**src/rtl/pe_mac_if.sv**
```systemverilog
// pe_mac_if: activation/weight input stream and partial-sum output stream of one MAC stage
interface pe_mac_if #(parameter int DATA_W = 8, parameter int PSUM_W = 16);
  logic in_valid;
  logic in_ready;
  logic signed [DATA_W-1:0] act_in;
  logic signed [DATA_W-1:0] wgt_in;
  logic out_valid;
  logic out_ready;
  logic signed [PSUM_W-1:0] psum_out;
  logic psum_sat;
  modport master (output in_valid, act_in, wgt_in, out_ready, input in_ready, out_valid, psum_out, psum_sat);
  modport slave (input in_valid, act_in, wgt_in, out_ready, output in_ready, out_valid, psum_out, psum_sat);
endinterface

```
**src/rtl/pe_mac_stream.sv**
```systemverilog
// pe_mac_stream: saturating KLEN-beat MAC window with a held output register feeding psum_accumulator
module pe_mac_stream #(
  parameter int DATA_W = 8,
  parameter int PSUM_W = 16,
  parameter int KLEN = 3
) (
  input logic clk,
  input logic rst,
  pe_mac_if.slave s
);
  localparam int CW = KLEN > 1 ? $clog2(KLEN) : 1;
  localparam logic [CW-1:0] LAST = CW'(KLEN - 1);
  logic signed [PSUM_W-1:0] acc, sat_val, psum;
  logic signed [2*DATA_W-1:0] prod;
  logic signed [PSUM_W:0] sum;
  logic [CW-1:0] cnt;
  logic sat_acc, clamp, last, beat, ov, psat;
  always_comb begin
    prod = s.act_in * s.wgt_in;
    sum = (PSUM_W+1)'(acc) + (PSUM_W+1)'(prod);
    // one guard bit suffices: acc and prod both fit in PSUM_W signed bits
    clamp = sum[PSUM_W] != sum[PSUM_W-1];
    sat_val = clamp ? {sum[PSUM_W], {(PSUM_W-1){~sum[PSUM_W]}}} : sum[PSUM_W-1:0];
    last = cnt == LAST;
    beat = s.in_valid && s.in_ready;
  end
  assign s.in_ready = rst && !(ov && !s.out_ready && last);
  assign s.out_valid = ov;
  assign s.psum_out = psum;
  assign s.psum_sat = psat;
  always_ff @(posedge clk) begin
    if (!rst) begin
      acc <= '0;
      cnt <= '0;
      sat_acc <= 1'b0;
      ov <= 1'b0;
      psum <= '0;
      psat <= 1'b0;
    end else if (beat && last) begin
      psum <= sat_val;
      psat <= sat_acc | clamp;
      ov <= 1'b1;
      acc <= '0;
      sat_acc <= 1'b0;
      cnt <= '0;
    end else begin
      if (beat) begin
        acc <= sat_val;
        sat_acc <= sat_acc | clamp;
        cnt <= cnt + 1'b1;
      end
      if (ov && s.out_ready) ov <= 1'b0;
    end
  end
endmodule

```
**src/flat_wrapper.sv**
```systemverilog
// flat-port wrapper written by rule: the top's interface ports become plain ports
module pe_mac_stream_flat 
#(
  parameter int DATA_W = 8,
  parameter int PSUM_W = 16,
  parameter int KLEN = 3
)
  (clk, rst, s_in_valid, s_act_in, s_wgt_in, s_out_ready, s_in_ready, s_out_valid, s_psum_out, s_psum_sat);
  pe_mac_if #(.DATA_W(DATA_W), .PSUM_W(PSUM_W)) s_i ();
  input logic clk;
  input logic rst;
  input wire logic [$bits(s_i.in_valid)-1:0] s_in_valid;
  input wire logic [$bits(s_i.act_in)-1:0] s_act_in;
  input wire logic [$bits(s_i.wgt_in)-1:0] s_wgt_in;
  input wire logic [$bits(s_i.out_ready)-1:0] s_out_ready;
  output wire logic [$bits(s_i.in_ready)-1:0] s_in_ready;
  output wire logic [$bits(s_i.out_valid)-1:0] s_out_valid;
  output wire logic [$bits(s_i.psum_out)-1:0] s_psum_out;
  output wire logic [$bits(s_i.psum_sat)-1:0] s_psum_sat;
  assign s_i.in_valid = s_in_valid;
  assign s_i.act_in = s_act_in;
  assign s_i.wgt_in = s_wgt_in;
  assign s_i.out_ready = s_out_ready;
  assign s_in_ready = s_i.in_ready;
  assign s_out_valid = s_i.out_valid;
  assign s_psum_out = s_i.psum_out;
  assign s_psum_sat = s_i.psum_sat;
  pe_mac_stream #(.DATA_W(DATA_W), .PSUM_W(PSUM_W), .KLEN(KLEN)) u_core (.clk(clk), .rst(rst), .s(s_i));
endmodule
```
**config.mk**
```make
export PLATFORM = sky130hd
export DESIGN_NAME = pe_mac_stream_flat
export DESIGN_NICKNAME = d
export VERILOG_FILES = /design/src/rtl/pe_mac_if.sv /design/src/rtl/pe_mac_stream.sv /design/src/flat_wrapper.sv
export SDC_FILE = /design/constraint.sdc
export NUM_CORES = 1
export LEC_CHECK = 0
export CORE_MARGIN = 2
export CORE_UTILIZATION = 40
export DETAILED_ROUTE_END_ITERATION = 8
export MAX_ROUTING_LAYER = met4
export PLACE_DENSITY = 0.6
export SYNTH_ARGS = -nofsm -noshare
export SYNTH_HDL_FRONTEND = slang
export SYNTH_SLANG_ARGS = --single-unit
```
**constraint.sdc**
```tcl
create_clock -name clk -period 5.5 [get_ports clk]
set_input_delay 1.1 -clock clk [delete_from_list [all_inputs] [get_ports clk]]
set_output_delay 1.1 -clock clk [all_outputs]
set_load 0.05 [all_outputs]
```
Word-level counts from Yosys, hierarchy flattened
Index checks and enable logic that the tools add are counted.

Logic and storage cells: 27. RAM bits: 0. Memories kept: 0. Latch bits: 0. Flip-flop bits (word level): 37. Output and inout bits: 19. ROM bits: 0.

Shift operators: 0. $add $sub $neg: 2. Magnitude comparators: 0. Divide/modulo/power cells: 0. Multipliers: 1. Mux-type cells: 3. Eq/ne operators: 2. Bitwise logic cells: 3. Reduce and logical (&&, ||, !) cells: 10.

Operator list (number): $add 16x16->17 (1); $mul 8x8->16 (1); $mux 16 (1); $logic_and 1x1->1 (6); $add 2x1->2 const B (1); $eq 2x2->1 const B (1); $logic_not 1->1 (2); $mux 1 (2); $not 1->1 (2); $reduce_bool 2->1 (1); $reduce_or 2->1 (1); $ne 1x1->1 (1); $or 1x1->1 (1).

Longest topological paths before layout
Depth after elaboration: 8. Gate-level depth with buffers: 20.

Worst setup path before layout
No wires, ideal clock.

Kind: in2reg. Start point: input port s_act_in[7]. End point: register u_core.acc[14]. Setup time: 122 ps. Arrival: 5836 ps. Path buffers: 0. Setup slack: -458 ps. Cell stages on the path: 16. Path through: and2_1 inv_1 fa_1 inv_1 fa_1 fa_1 fa_1 fa_1 ha_1 nor3_1 o21ai_2 a31oi_4 o21ai_4 xnor2_4 a21oi_4 a221o_1.

Word-level cells in the longest chain between the ends: 4.

Ends and longest elaborated chain: start, declared (RTL line flat_wrapper.sv:13) `input wire logic [$bits(s_i.act_in)-1:0] s_act_in;`; $mul 8x8->16 (*) (RTL line pe_mac_stream.sv:19) `prod = s.act_in * s.wgt_in;`; $add 16x16->17 (*) (RTL line pe_mac_stream.sv:20) `sum = (PSUM_W+1)'(acc) + (PSUM_W+1)'(prod);`; $ne 1x1->1 / $not 1->1 (equally long branches) (RTL line pe_mac_stream.sv:22, pe_mac_stream.sv:23); $mux 16 (*) (RTL line pe_mac_stream.sv:23) `sat_val = clamp ? {sum[PSUM_W], {(PSUM_W-1){~sum[PSUM_W]}}} : sum[PSUM_W-1:0];`; end signal, assigned (RTL line pe_mac_stream.sv:48) `acc <= sat_val;`; end, declared (RTL line pe_mac_stream.sv:13) `logic signed [PSUM_W-1:0] acc, sat_val, psum;`.

Mark *: on every way between the ends. The rest lies on a longest branch, timed or not. A chain may end at the register's enable or synchronous reset.

Worst setup path in the final report
Start point: input port s_wgt_in[2]. End point: register u_core.psum[7] (netlist: u_core.s.psum_out[7]).

Word-level cells in the longest chain between the ends: 4.

Ends and longest elaborated chain: start, declared (RTL line flat_wrapper.sv:14) `input wire logic [$bits(s_i.wgt_in)-1:0] s_wgt_in;`; $mul 8x8->16 (*) (RTL line pe_mac_stream.sv:19); $add 16x16->17 (*) (RTL line pe_mac_stream.sv:20); $ne 1x1->1 / $not 1->1 (equally long branches) (RTL line pe_mac_stream.sv:22, pe_mac_stream.sv:23); $mux 16 (*) (RTL line pe_mac_stream.sv:23); end signal, assigned (RTL line pe_mac_stream.sv:40) `psum <= sat_val;`; end, declared (RTL line pe_mac_stream.sv:13).

Marked as above.

==> impl_metrics.py <==
metrics = {
    "setup_path": {
        "r2r_cells": 18,
        "slowest_stage": "fa_1",
        "worstPathMaxFanout": 8,
        "path_cells": "buf_4 -> nand2_2 -> fa_1 -> fa_1 -> inv_2 -> fa_1 -> fa_1 -> fa_2 -> ha_4 -> o21ai_4 -> o21ai_2 -> nand2_2 -> o21ai_4 -> xnor2_4 -> buf_12 -> a21oi_4 -> a221o_1",
        "crit_family": "adder cells",
        "cp-start-kind": "primary input",
        "r2r-end": "u_core.s.psum_out[7]$_SDFFE_PN0P_",
        "cp.depth": 17,
        "worstSetupPathType": "in -> reg",
        "worstSetupStartpoint": "s_wgt_in[2]",
        "cp-endpoint": "u_core.s.psum_out[7]$_SDFFE_PN0P_",
        "crit_top_cell": "fa_1",
        "worst-path-buf-inv": 3,
        "r2r_start": "u_core.acc[6]$_SDFFE_PP0P_",
        "r2r_slack_ns": 0.75,
        "slowest_delay_ns": 0.57,
        "crit_required_ns": 5.67,
        "cp-end-kind": "flop",
        "cp.arrival_ns": 5.60,
    },
    "logic_synthesis": {
        "synth_area_leaders": "fa_1, dfxtp_1, ha_1, inv_1, and2_1",
        "synth_top_area_cell": "fa_1",
        "avgSynthCellArea_um2": 10.1,
        "synth_cell_type_count": 44,
        "ys_async_sr_fraction": 0,
        "synth_top_area_frac": 0.338,
        "synth_nets": 581,
        "seq_area_frac_synth": 0.165,
        "synthCells": 445,
        "synth_area_um2": 4500,
        "synth_edf_count": 0,
        "synth_common_cells": "inv_1, fa_1, nand2_1",
        "ys_warn_count": 0,
        "ys_ff_latch": 37,
        "synth_ff_type": "dfxtp_1",
        "yosysMostFrequentCell": "inv_1",
    },
    "floorplan": {
        "boundaryPins": 39,
        "floorplan.core_area_um2": 10900,
        "start_util": 0.413,
        "fp.dieH_um": 110,
        "dieArea_um2": 12100,
        "die_w_um": 110,
        "rows": 38,
    },
    "clock_network": {
        "path_clk_slew_ns": 0.07,
        "numCtsBuffers": 5,
        "cts_root_buf": "clkbuf_8",
        "clock-sinks": 37,
        "cts_tree": "done",
        "clock_path_buffers": 2,
        "h-tree-depth": 2,
        "clock_latency_ns": 0.28,
    },
    "drt": {
        "vias_per_cell": 4.93,
        "totalWireLength_mm": 10.3,
        "drt_iter0_markers": 147,
        "dr_total_vias": 3390,
        "ant_nets": 0,
        "drc": 0,
        "wl_per_cell_um": 14.9,
        "dr.pass1.iters": 4,
    },
    "global_route": {
        "grt_pass1_vias": 3653,
        "antenna_found_initial": 0,
        "grt_use_total": 0.194,
        "grt_start_max_net_pins": 19,
        "grt_pass1_wl_mm": 18.0,
        "overflow": 0,
    },
    "placed_design": {
        "gp_congestion": 0.807,
        "portBuffers": 38,
        "post_dp_cell_area_um2": 5600,
        "place_hpwl_mm": 8.63,
    },
    "cells_and_area": {
        "final_cell_area_um2": 6030,
        "fin_nets": 682,
        "layout-area-overhead-vs-synth_pct": 34.1,
        "n_antenna_cell": 0,
        "n_fill_cell": 981,
        "fin_util": 0.554,
        "drive_gt1_frac": 0.309,
    },
    "timing": {
        "fmaxAchievable_ghz": 0.184,
        "hold_viol": 0,
        "setup_tns_ns": 0,
        "slew_headroom": 0.524,
        "setup_viol": 0,
        "tightest_slew_ns": 0.712,
        "rsz0062_at_grt": "true",
        "post-route-period-util": 0.988,
        "min_period_ns": 5.43,
        "fin_skew_ns": 0.00705,
        "slew_violations": 0,
    },
    "worst_hold_path": {
        "hold_class": "reg -> reg",
        "worstHoldStart": "u_core.s.psum_out[6]$_SDFFE_PN0P_",
    },
    "run": {
        "drv_cap": 0,
    },
    "outcome": {
        "status": "completed",
    },
}
## worst min path at each step
stage / to / slack, ns / depth (start not counted)
2_1_floorplan: u_core.sat_acc$_SDFFE_PP0P_ / 0.43 / 2
4_1_cts: u_core.sat_acc$_SDFFE_PP0P_ / 0.46 / 2
3_3_place_gp: u_core.sat_acc$_SDFFE_PP0P_ / 0.44 / 2
6_report: u_core.s.psum_out[6]$_SDFFE_PN0P_ / 0.45 / 2
3_5_place_dp: u_core.s.psum_out[6]$_SDFFE_PN0P_ / 0.45 / 2
5_1_grt: u_core.sat_acc$_SDFFE_PP0P_ / 0.47 / 2
## layout make-up
| class | count | area [µm²] | share of cell area |
|---|---|---|---|
| Timing Repair Buffer | 101 | 896 | 0.149 |
| Tap cell | 140 | 175 | 0.0290 |
| Sequential cell | 37 | 741 | 0.123 |
| Clock inverter | 3 | 17.5 | 0.00290 |
| Inverter | 80 | 308 | 0.0510 |
| Multi-Input combinational cell | 321 | 3830 | 0.634 |
| Clock buffer | 5 | 68.8 | 0.0114 |
## worst register-to-register path: cells and delay by family, from the launching register on
family | cells | cell delay [ns]
and+or+nand+nor | 1 | 0.11
adders and majority gates | 6 | 2.62
buffers and inverters | 5 | 0.40
DFF | 1 | 0.38
AOI/OAI and AO/OA | 5 | 0.97
xor gates and xnor gates | 1 | 0.16
## cell usage in the layout (no fill, tap or decap), types with 3 or more instances in the layout
master | netlist | final
a21o_1 | 3 | 3
a21oi_1 | 15 | 6
a21oi_2 | 2 | 10
a21oi_4 | 2 | 3
a221o_1 | 16 | 16
a22oi_1 | 7 | 7
and2_1 | 33 | 29
and2_4 | 0 | 4
buf_12 | 0 | 3
buf_4 | 0 | 58
buf_6 | 0 | 12
clkbuf_8 | 0 | 5
clkdlybuf4s50_1 | 0 | 22
dfxtp_1 | 37 | 37
fa_1 | 76 | 70
fa_2 | 0 | 6
ha_1 | 40 | 25
ha_4 | 0 | 13
inv_1 | 79 | 73
inv_2 | 0 | 5
nand2_1 | 41 | 38
nand2_2 | 1 | 4
nor2_1 | 13 | 13
o21ai_0 | 18 | 9
o21ai_1 | 4 | 4
o21ai_2 | 1 | 8
o21ai_4 | 2 | 4
o21bai_1 | 3 | 3
xnor2_1 | 16 | 14
xnor2_2 | 1 | 3
## cell families (layout without fill, tap and decap cells)
logic type               after synthesis  count (layout)  synth area share
buffers and inverters                 87             189            0.0731
flip-flops                            37              37             0.165
XOR/XNOR                              22              22            0.0545
AND/OR/NAND/NOR                       97              97             0.109
adder cells (fa/ha/maj)              117             117             0.452
AO/OA/AOI/OAI                         85              85             0.147
## flip-flops by register name (all words and copies together) (netlist names)
register,cells
u_core.sat_acc,1
u_core.s.psum_out,16
u_core.s.psum_sat,1
u_core.acc,16
u_core.s.out_valid,1
u_core.cnt,2
## routing by layer
layer / vias up / global-route usage / wire length (µm)
met2: 54 / 0.319 / 5180
met5: - / - / 0
li1: 1645 / - / -
met3: 8 / 0.0112 / 197
met4: 0 / 0.0325 / 81
met1: 1683 / 0.269 / 4810
## through the flow
step,hold slack [ns],worst slack [ns],instances
final,0.453,0.0681,687
after global routing,0.474,-0.0745,687
after CTS,0.457,-0.0149,686
after detailed placement,0.449,-0.933,670
after global placement,0.440,-0.884,670
after floorplan,0.427,0.0111,445
## timing repair
item	in CTS	in global routing
gates cloned	1	0
hold buffers	0	0
setup buffers	7	3
hold endpoints to repair	0	0
setup endpoints to repair	34	34
pin swaps	30	35
gates resized for setup	91	73
Power is left out: the tool's default activity adds up to more than one toggle a clock period on the data nets, which glitch-free logic cannot reach.
==> patch, RTL diff (same flow settings) <==
`KLEN` is set to 3 in 2 places; all go to 2.
--- a/src/rtl/pe_mac_stream.sv
+++ b/src/rtl/pe_mac_stream.sv
@@ -2,7 +2,7 @@
 module pe_mac_stream #(
   parameter int DATA_W = 8,
   parameter int PSUM_W = 16,
-  parameter int KLEN = 3
+  parameter int KLEN = 2
 ) (
   input logic clk,
   input logic rst,
--- a/src/flat_wrapper.sv
+++ b/src/flat_wrapper.sv
@@ -3,7 +3,7 @@
 #(
   parameter int DATA_W = 8,
   parameter int PSUM_W = 16,
-  parameter int KLEN = 3
+  parameter int KLEN = 2
 )
   (clk, rst, s_in_valid, s_act_in, s_wgt_in, s_out_ready, s_in_ready, s_out_valid, s_psum_out, s_psum_sat);
   pe_mac_if #(.DATA_W(DATA_W), .PSUM_W(PSUM_W)) s_i ();
Check against the original RTL: not equivalent (a bounded check fails within 4 cycles, from zero or initial values and one cycle with rst low).
==> patch against the unedited design <==
The flow now finishes with violations (negative setup slack); worst hold slack lost 0.0046 ns; final area grew 0.10%; worst setup slack worse by 0.17 ns; final cell count rose by 4.7%; wire length decreased by 1.9%; global-route usage fell by 0.81 points; sequential cell count down 1; area after synthesis down 0.56%; clock skew rose by 0.0015 ns.
Power is not shown: default switching activity piles up to over one toggle a cycle in this logic, so the estimate is an artifact.
==> patch: results (changes against the unedited design) <==
----------------------------------------------------
[Critical path]
  Setup crit start ... s_wgt_in[6]
  Worst Setup EP ... u_core.s.psum_out[14]
  Worst reg2reg path depth ... 19 (+1)
  Peak per-stage delay on the critical path ... 0.60 ns (+0.03 ns)
  Data arrival time at the worst-slack endpoint ... 5.81 ns (+0.21 ns)
  Critical Path Fanout Max ... 6 (-2)
  Master of the slowest instance on the critical path ... fa_2
  Reg-to-reg setup timing slack ... 0.56 ns (-0.19 ns)

[Global routing]
  Via count of the first global-routing pass ... 3677 (+0.66%)
  Wire length of the first global-routing pass ... 17200 microns (-4.6%)
  Global-route track usage on met3 ... 0.0196 (+0.00839)
  GR met2 Demand/Resource ... 0.322 (+0.00285)
  Pin count of the biggest net entering global routing ... 26 (+7)
  Routing usage on met1 ... 0.241 (-0.0283)
  Overall track demand over capacity in global routing ... 0.186 (-0.00813)
  Number of antenna violations at the first check in global routing ... 0 (unchanged)

[Route]
  Via count of the routed design ... 3457 (+2.0%)
  Drt first-iter violations ... 133 (-9.5%)
  Routed length per placed instance ... 14.0 microns (-6.3%)

[Placement]
  Pre-CTS setup slack ... -0.929 ns (+0.00402 ns)
  Final weighted congestion of routability-driven global placement ... 0.893 (+11%)
  Detailed placer's ending HPWL ... 8360 microns (-3.2%)
  Post-DP Area ... 5560 sq um (-0.74%)

[Clock tree]
  CTS resizes ... 117 (+29%)
  Clock tree root buffer cell ... clkbuf_8
  Setup bufs post-CTS ... 8 (+1)

[Worst hold path]
  Hold Crit Class ... reg -> reg
  WHS Endpoint ... u_core.acc[5]
  Startpoint of the lowest-slack hold path ... u_core.acc[5]

[Timing]
  Number of endpoints failing setup at the final stage ... 32 (+32)
  Setup slack after layout ... -0.106 ns (-0.174 ns)
  Setup Skew ... 0.00852 ns (+0.00146 ns)
  Tightest slew margin relative to the limit ... 0.471 (-0.0530)

[Run status]
  Violated checks ... negative setup slack
  Outcome ... finished with violations

[Yosys]
  Share of synthesized area occupied by flip-flops and latches ... 0.161 (-0.00355)
  Synthesized Nets ... 605 (+4.1%)
  Netlist cell types ... 46 (+4.5%)
  Most frequent cells after synthesis ... 86 x inv_1, 76 x fa_1, 47 x nand2_1
  Synth area leaders ... fa_1 34%, dfxtp_1 16%, ha_1 11%

[Layout]
  Fill count ... 977 (-0.41%)
  Share of final-layout standard cells stronger than drive strength 1 ... 0.304 (-0.00499)
  Total number of nets in the final design ... 713 (+4.5%)

----------------------------------------------------
patch: cell families (layout without fill, tap and decap cells):
family | after synthesis | count (layout) | share of synthesized area
compound gates | 59 | 59 | 0.0873
xor+xnor | 18 | 21 | 0.0386
fa+ha+maj | 130 | 130 | 0.485
buf+inv | 100 | 206 | 0.0864
flops | 36 | 36 | 0.161
simple gates | 127 | 127 | 0.142
patch: cell type report:
| type | instances | area share |
|---|---|---|
| clock buffer | 8 | 0.0149 |
| tap | 140 | 0.0290 |
| timing repair buffer | 111 | 0.162 |
| sequential | 36 | 0.119 |
| inverter | 87 | 0.0543 |
| multi-input combinational | 337 | 0.620 |
patch: stage by stage:
stage / utilization / instances / setup TNS, ns / hold WS [ns]
final: 0.555 / 719 / -2.65 / 0.448
after floorplan: - / 470 / -3.26 / 0.425
after global routing: 0.555 / 719 / -7.93 / 0.478
after global placement: 0.510 / 696 / -28.38 / 0.443
after CTS: 0.538 / 715 / -6.44 / 0.451
after detailed placement: 0.510 / 696 / -29.19 / 0.441
patch: worst register-to-register path: stages (launching register included):
cell and delay (ns):
dfxtp_1 0.35, inv_1 0.07, fa_1 0.50, inv_2 0.04
fa_1 0.51, inv_2 0.04, fa_2 0.53, inv_2 0.04
fa_2 0.35, fa_1 0.56, ha_4 0.23, buf_6 0.12
and3_4 0.14, a221oi_4 0.27, nand3_2 0.12, a31oi_4 0.22
buf_6 0.16, xnor2_4 0.11, maj3_2 0.38, o21ai_2 0.11
patch: layer usage:
layer,up-vias,part of all wire
met3,2,0.013
met2,24,0.53
met4,0,0.0029
met5,-,0
met1,1727,0.45
li1,1704,-
